$ cat config.mk
export PLATFORM = sky130hd
export DESIGN_NAME = sys_ctrl_regs
export DESIGN_NICKNAME = d
export VERILOG_FILES = /design/src/rtl/sys_regs_pkg.sv /design/src/rtl/irq_priority_arbiter.sv /design/src/rtl/sys_ctrl_regs.sv
export SDC_FILE = /design/constraint.sdc
export NUM_CORES = 1
export LEC_CHECK = 0
export CAP_MARGIN = 20
export CORE_MARGIN = 10
export CORE_UTILIZATION = 45
export CTS_CLUSTER_DIAMETER = 30
export DETAILED_ROUTE_END_ITERATION = 16
export GPL_ROUTABILITY_DRIVEN = 0
export PLACE_DENSITY = 0.77
export SKIP_CTS_REPAIR_TIMING = 1
export SYNTH_ARGS = -nofsm -noshare
export SYNTH_HDL_FRONTEND = slang
export SYNTH_SLANG_ARGS = --single-unit
$ cat constraint.sdc
create_clock -name clk -period 2.6 [get_ports clk]
set_input_delay 0.52 -clock clk [delete_from_list [all_inputs] [get_ports clk]]
set_output_delay 0.52 -clock clk [all_outputs]
set_load 0.02 [all_outputs]
$ cat src/rtl/sys_regs_pkg.sv
// Shared constants for the processor control/status register file and its interrupt controller.
package sys_regs_pkg;
  localparam logic [1:0] SR_PCS = 2'd0;
  localparam logic [1:0] SR_IHA = 2'd1;
  localparam logic [1:0] SR_IRA = 2'd2;
  localparam logic [1:0] SR_IDN = 2'd3;

  localparam int PCS_IE  = 0;
  localparam int PCS_OIE = 1;
  localparam int PCS_CM  = 4;
  localparam int PCS_OM  = 5;

  localparam logic [7:0] PCS_WMASK = 8'h33;
  localparam logic [7:0] PCS_RESET = 8'h10;

  // Channel index width; covers up to 16 channels.
  localparam int IDX_W = 4;

  typedef enum logic {IDLE, REQ} state_t;
endpackage

$ cat src/rtl/irq_priority_arbiter.sv
// Rising-edge capture of device lines into sticky pending bits, cleared per channel on
// acknowledge, with a fixed-priority encoder (lowest index wins).
module irq_priority_arbiter
  import sys_regs_pkg::*;
#(
  parameter int NUM_IRQ = 4
) (
  input  logic               clk,
  input  logic               reset,
  input  logic [NUM_IRQ-1:0] irq,
  input  logic               clrEn,
  input  logic [IDX_W-1:0]   clrIdx,
  output logic               anyPend,
  output logic [IDX_W-1:0]   pendIdx
);
  logic [NUM_IRQ-1:0] irqQ;
  logic [NUM_IRQ-1:0] pend;
  logic [NUM_IRQ-1:0] clrMask;

  always_comb begin
    clrMask = '0;
    for (int i = 0; i < NUM_IRQ; i++)
      if (clrEn && clrIdx == IDX_W'(i)) clrMask[i] = 1'b1;
  end

  // A fresh edge on the channel being acked is kept as a new event.
  always_ff @(posedge clk) begin
    if (reset) begin
      irqQ <= '0;
      pend <= '0;
    end else begin
      irqQ <= irq;
      pend <= (pend & ~clrMask) | (irq & ~irqQ);
    end
  end

  always_comb begin
    pendIdx = '0;
    for (int i = NUM_IRQ - 1; i >= 0; i--)
      if (pend[i]) pendIdx = IDX_W'(i);
  end

  assign anyPend = |pend;
endmodule

$ cat src/rtl/sys_ctrl_regs.sv
// Control/status register file (PCS, IHA, IRA, IDN) with a req/ack interrupt handshake
// towards the pipeline and mode save/restore across interrupt entry and RETI.
module sys_ctrl_regs
  import sys_regs_pkg::*;
#(
  parameter int               BITS      = 32,
  parameter int               NUM_IRQ   = 4,
  parameter logic [BITS-1:0]  IHA_RESET = '0
) (
  input  logic               clk,
  input  logic               reset,
  input  logic [NUM_IRQ-1:0] irq_i,
  input  logic               wsr_en,
  input  logic [1:0]         wsr_idx,
  input  logic [BITS-1:0]    wsr_data,
  input  logic [1:0]         rsr_idx,
  output logic [BITS-1:0]    rsr_data,
  input  logic               reti_i,
  output logic               int_req_o,
  input  logic               int_ack_i,
  input  logic [BITS-1:0]    epc_i,
  output logic [BITS-1:0]    iha_o,
  output logic [BITS-1:0]    ira_o,
  output logic               sys_mode_o,
  output logic               priv_fault_o
);
  logic [BITS-1:0]  pcs, iha, ira, idn;
  state_t           state;
  logic [IDX_W-1:0] selQ;
  logic             intReq, privFault;
  logic             anyPend;
  logic [IDX_W-1:0] pendIdx;
  logic             ie, cm, take, wsrOk;

  assign ie    = pcs[PCS_IE];
  assign cm    = pcs[PCS_CM];
  assign take  = (state == REQ) && int_ack_i;
  assign wsrOk = wsr_en && cm;

  irq_priority_arbiter #(.NUM_IRQ(NUM_IRQ)) uArb (
    .clk     (clk),
    .reset   (reset),
    .irq     (irq_i),
    .clrEn   (take),
    .clrIdx  (selQ),
    .anyPend (anyPend),
    .pendIdx (pendIdx)
  );

  always_ff @(posedge clk) begin
    if (reset) begin
      pcs       <= BITS'(PCS_RESET);
      iha       <= IHA_RESET;
      ira       <= '0;
      idn       <= '0;
      state     <= IDLE;
      selQ      <= '0;
      intReq    <= 1'b0;
      privFault <= 1'b0;
    end else begin
      privFault <= wsr_en && !cm;
      // IHA stays writable even on the acknowledge edge.
      if (wsrOk && wsr_idx == SR_IHA) iha <= wsr_data;
      if (take) begin
        ira          <= epc_i;
        idn          <= BITS'(selQ);
        pcs[PCS_OIE] <= ie;
        pcs[PCS_IE]  <= 1'b0;
        pcs[PCS_OM]  <= cm;
        pcs[PCS_CM]  <= 1'b1;
      end else begin
        if (wsrOk && wsr_idx == SR_IRA) ira <= wsr_data;
        if (wsrOk && wsr_idx == SR_IDN) idn <= wsr_data;
        if (reti_i) begin
          pcs[PCS_IE] <= pcs[PCS_OIE];
          pcs[PCS_CM] <= pcs[PCS_OM];
        end else if (wsrOk && wsr_idx == SR_PCS) begin
          pcs <= wsr_data & BITS'(PCS_WMASK);
        end
      end
      case (state)
        IDLE: if (ie && anyPend && !int_ack_i) begin
          state  <= REQ;
          selQ   <= pendIdx;
          intReq <= 1'b1;
        end
        REQ: if (int_ack_i || !ie) begin
          state  <= IDLE;
          intReq <= 1'b0;
        end
        default: begin
          state  <= IDLE;
          intReq <= 1'b0;
        end
      endcase
    end
  end

  always_comb begin
    case (rsr_idx)
      SR_PCS:  rsr_data = pcs;
      SR_IHA:  rsr_data = iha;
      SR_IRA:  rsr_data = ira;
      default: rsr_data = idn;
    endcase
  end

  assign int_req_o    = intReq;
  assign priv_fault_o = privFault;
  assign iha_o        = iha;
  assign ira_o        = ira;
  assign sys_mode_o   = cm;
endmodule

* Word level (Yosys, flattened, before mapping) *
Cells that the tools add are included.
Widths: inputs -> output; s select.

word-level totals
  register bits after elaboration = 115
  output and inout port bits = 99
  word-level logic and storage cells = 84
  bits of input ports = 77

cells by class
  bitwise logic cells = 6
  multiplexer cells = 26
  eq/ne operators = 11
  reductions and logical operators = 29

operators by type and width
  cell                number
  $pmux 32 s3         1
  $mux 32             2
  $logic_and 1x1->1   13
  $mux 1              12
  $mux 2              6
  $and 4x4->4         2
  $eq 4x2->1 const B  2
  $mux 4              2
  $not 4->4           2
  $reduce_bool 2->1   4
  $eq 2x2->1 const B  3
  $mux 6              1
  $reduce_and 2->1    3
  $eq 2x1->1 const B  2
  $eq 4x1->1 const B  1
  $logic_not 2->1     2
  $logic_not 4->1     1
  $ne 2x1->1 const B  2
  $or 4x4->4          1
  $pmux 1 s2          2
  $reduce_or 4->1     1
  $logic_not 1->1     3
  $ne 2x2->1 const B  1
  $reduce_or 2->1     1
  other kinds (2)     2

* Longest topological paths before layout *
  depth after elaboration = 6
  gate-level depth with buffers = 7
  gate-level depth less buffers = 3

* By module *
Synthesis repeated with hierarchy kept, for this count alone.

second synthesis, totals
  cell total of the unflattened synthesis = 633
  area, all modules = 5375.2 µm²

by module, submodules not included
  module                times used  area an instance (µm²)  cells an instance  seq. area each (µm²)
  sys_ctrl_regs         1           5048.6                  596                2142.1
  irq_priority_arbiter  1           326.6                   37                 160.2

* Worst setup path before layout *
No wires, ideal clock.

  path kind = input to output
  start point = input rsr_idx[0]
  end point = output rsr_data[10]
  stages = 4
  path buffers = 2
  data required time = 2080 ps
  slack = 373 ps
  arrival time = 1707 ps
  cell sequence = clkbuf_1 clkbuf_1 mux2_2 a22o_1

between the ends
  longest elaborated chain between the ends = 2
  elaborated cells between the ends (all ways) = 4
  those cells by class = eq/ne: 2; mux: 1; reduce/logical: 1

ends and longest elaborated chain
  item                                      RTL line              RTL
  from (decl)                               sys_ctrl_regs.sv:16   input logic [1:0] rsr_idx,
  $eq 2x2->1, or another cell as far along  sys_ctrl_regs.sv:100  case (rsr_idx)
  $pmux 32 s3 *                             sys_ctrl_regs.sv:100
  to (decl)                                 sys_ctrl_regs.sv:17   output logic [BITS-1:0] rsr_data,

Mark *: on every way between the ends. The rest lies on a longest branch, timed or not.

* Worst setup path in the final report *
  start point = input rsr_idx[0]
  end point = output rsr_data[7]

The elaborated chain is that of the path after synthesis.

==> results.json <==
{
  "synth-seq-cells": 113,
  "finalHoldViolations": 0,
  "drive_gt1_share_pct": 16.0,
  "vias": 5322,
  "netlist_area_um2": 5280,
  "worstMarginPinSlew_ns": 0.560,
  "place_hpwl_um": 13000,
  "dieHeight_um": 128,
  "grt_start_max_net_pins": 45,
  "cts.sinks": 113,
  "first_pass_iters": 8,
  "timing.max_cap.violations": 0,
  "ir_drop_mv": 0.386,
  "synthToLayoutAreaGrowth_pct": 48.2,
  "final_cell_area_um2": 7820,
  "numCtsBuffers": 17,
  "synth_cells": 620,
  "die_w_um": 128,
  "num_io_pins": 176,
  "worstPathArrival_ns": 1.96,
  "reg2reg_from": "pcs[4]",
  "grt_pass1_wl_um": 29300,
  "avgSynthCellArea_um2": 8.51,
  "grt_pass1_vias": 5653,
  "vias_per_cell": 5.68,
  "cts_root_buf": "clkbuf_16",
  "detail-route-antenna-nets": 0,
  "rsz0062_at_grt": "no",
  "slew_violations": 0,
  "gr-total-overflow": 0,
  "grt_use_total_pct": 21.8,
  "cp-start-kind": "input pin",
  "min_period_ns": 2.48,
  "core_area_um2": 11500,
  "yosys_warnings": 0,
  "ys_types": 35,
  "power_density_nw_per_um2": 660,
  "hold-path-cell-count": 2,
  "routed_wl_um": 18300,
  "fin_crit_sh_pct": 95.3,
  "cts_tree": "built",
  "required_ns": 2.08,
  "synth_nets": 697,
  "antenna_found_initial": 0,
  "yosys-top-cells-area": "dfxtp_1, nand2_1, a311oi_2",
  "wl_per_cell_um": 19.5,
  "drc": 0,
  "htree_levels": 4,
  "min_from": "idn[12]",
  "initial_utilization_pct": 46.0,
  "r2r_slack_ns": 0.94,
  "synth_top_area_share_pct": 42.9,
  "fmax_ghz": 0.404,
  "postPlaceCellArea_um2": 7150,
  "status": "finished, final reports clean",
  "setup_viol": 0,
  "reg2reg_to": "ira_o[27]",
  "clock_path_buffers": 2,
  "worst_skew_pair.late_latency_ns": 0.41,
  "clk_pin_slew_ns": 0.05,
  "final_core_util_pct": 68.2,
  "hold_end": "idn[12]",
  "insertedDiodeCount": 0,
  "worst_setup_path_end_kind": "output pin",
  "nFillCells": 876,
  "finalSetupTns_ns": 0,
  "rows": 39,
  "slew_headroom_pct": 62.6,
  "portBuffers": 175,
  "die-area_um2": 16500,
  "critPathMaxFanout": 13,
  "crit_path_start": "rsr_idx[0]",
  "nNetsFinal": 858,
  "p_leak_nw": 2.80,
  "critPathKind": "in2out",
  "drt_iter0_drc": 455,
  "fin_worst_skew_ns": 0.00440,
  "yosysTopAreaCell": "dfxtp_1",
  "hp-class": "reg2reg",
  "yosysSeqAreaShare_pct": 42.9,
  "r2r_cells": 4
}
-- critical path: stages --
cell	delay [ns]
buf_2	0.15
nor2b_2	0.25
buf_4	0.25
a22o_1	0.17
clkdlybuf4s50_1	0.62
-- power breakdown --
part | switching [mW] | total, mW | internal (mW)
sequential | 0.0553 | 1.86 | 1.80
combinational | 0.352 | 0.694 | 0.342
clock | 0.813 | 2.61 | 1.79
total | 1.22 | 5.16 | 3.94
-- how the worst max path moves through the flow --
| stage | end | depth (start not counted) | slack (ns) |
|---|---|---|---|
| 6_report | rsr_data[7] | 5 | 0.12 |
| 5_1_grt | rsr_data[7] | 5 | 0.07 |
| 4_1_cts | rsr_data[8] | 5 | 0.12 |
| 3_5_place_dp | rsr_data[15] | 5 | 0.13 |
| 3_3_place_gp | rsr_data[5] | 4 | 0.15 |
| 2_1_floorplan | rsr_data[10] | 4 | 0.37 |
-- through the flow --
step	instances	worst slack, ns	hold slack (ns)	power (mW)
after floorplan	620	0.373	0.433	2.23
after global placement	905	0.150	0.440	2.57
after detailed placement	905	0.127	0.449	2.58
after CTS	937	0.122	0.443	5.18
after global routing	937	0.0680	0.460	5.33
final	937	0.123	0.453	5.16
-- sequential cells by signal, summed over array words and instances (netlist names) --
name,count
uArb.irqQ,4
ira_o,32
int_req_o,1
pcs,4
uArb.pend,4
selQ,2
iha_o,32
idn,32
priv_fault_o,1
state,1
-- layer usage --
| metal | global-route usage [%] | vias to the layer above | part of all wire, % |
|---|---|---|---|
| met2 | 36.9 | 244 | 49 |
| met4 | 7.42 | 0 | 1.4 |
| met3 | 8.68 | 26 | 11 |
| met1 | 24.3 | 2539 | 39 |
| met5 | 0 | - | 0 |
| li1 | - | 2513 | - |
-- layout make-up --
class / instances / area [um^2] / area share, %
Sequential cell: 113 / 2260 / 28.9
Multi-Input combinational cell: 443 / 2720 / 34.8
Timing Repair Buffer: 201 / 1970 / 25.2
Clock buffer: 18 / 429 / 5.49
Tap cell: 143 / 179 / 2.29
Inverter: 5 / 18.8 / 0.240
Clock inverter: 14 / 238 / 3.04
-- kinds of logic after synthesis --
group	after synthesis	share of synthesized area (%)
muxes	32	7.69
and+or+nand+nor	266	21.7
DFF	113	42.9
AOI/OAI and AO/OA	145	22.1
buffers and inverters	64	5.60
-- cell usage after synthesis, drive strengths merged --
cell type	number
a21oi	70
mux4	4
mux2	28
a21o	2
o2111ai	1
and4bb	1
o21ai	6
and4b	2
nor3b	3
dfxtp	113
o41ai	1
buf	18
nor4	2
and4	1
nor2	7
nand2	192
nand3	3
or4	1
o31ai	2
nand2b	3
nand4bb	1
nor2b	8
a311oi	35
or2	1
nand4b	1
inv	5
nand4	2
a22o	28
clkbuf	41
and2	1
nor3	37
-- layout by cell type (no fill, tap or decap), types with 3 or more instances in the layout --
| master | count |
|---|---|
| nand2_1 | 192 |
| clkdlybuf4s50_1 | 171 |
| dfxtp_1 | 113 |
| a21oi_1 | 70 |
| nor3_1 | 37 |
| a311oi_2 | 30 |
| mux2_2 | 28 |
| a22o_1 | 28 |
| buf_4 | 25 |
| clkbuf_16 | 17 |
| nor2_1 | 7 |
| nor2b_1 | 7 |
| o21ai_0 | 6 |
| bufinv_16 | 6 |
| inv_1 | 5 |
| a311oi_1 | 5 |
| mux4_2 | 4 |
| clkinvlp_4 | 4 |
| nand3_1 | 3 |
| nand2b_1 | 3 |
| nor3b_1 | 3 |
| buf_12 | 3 |
(Power assumes the default switching activity.)
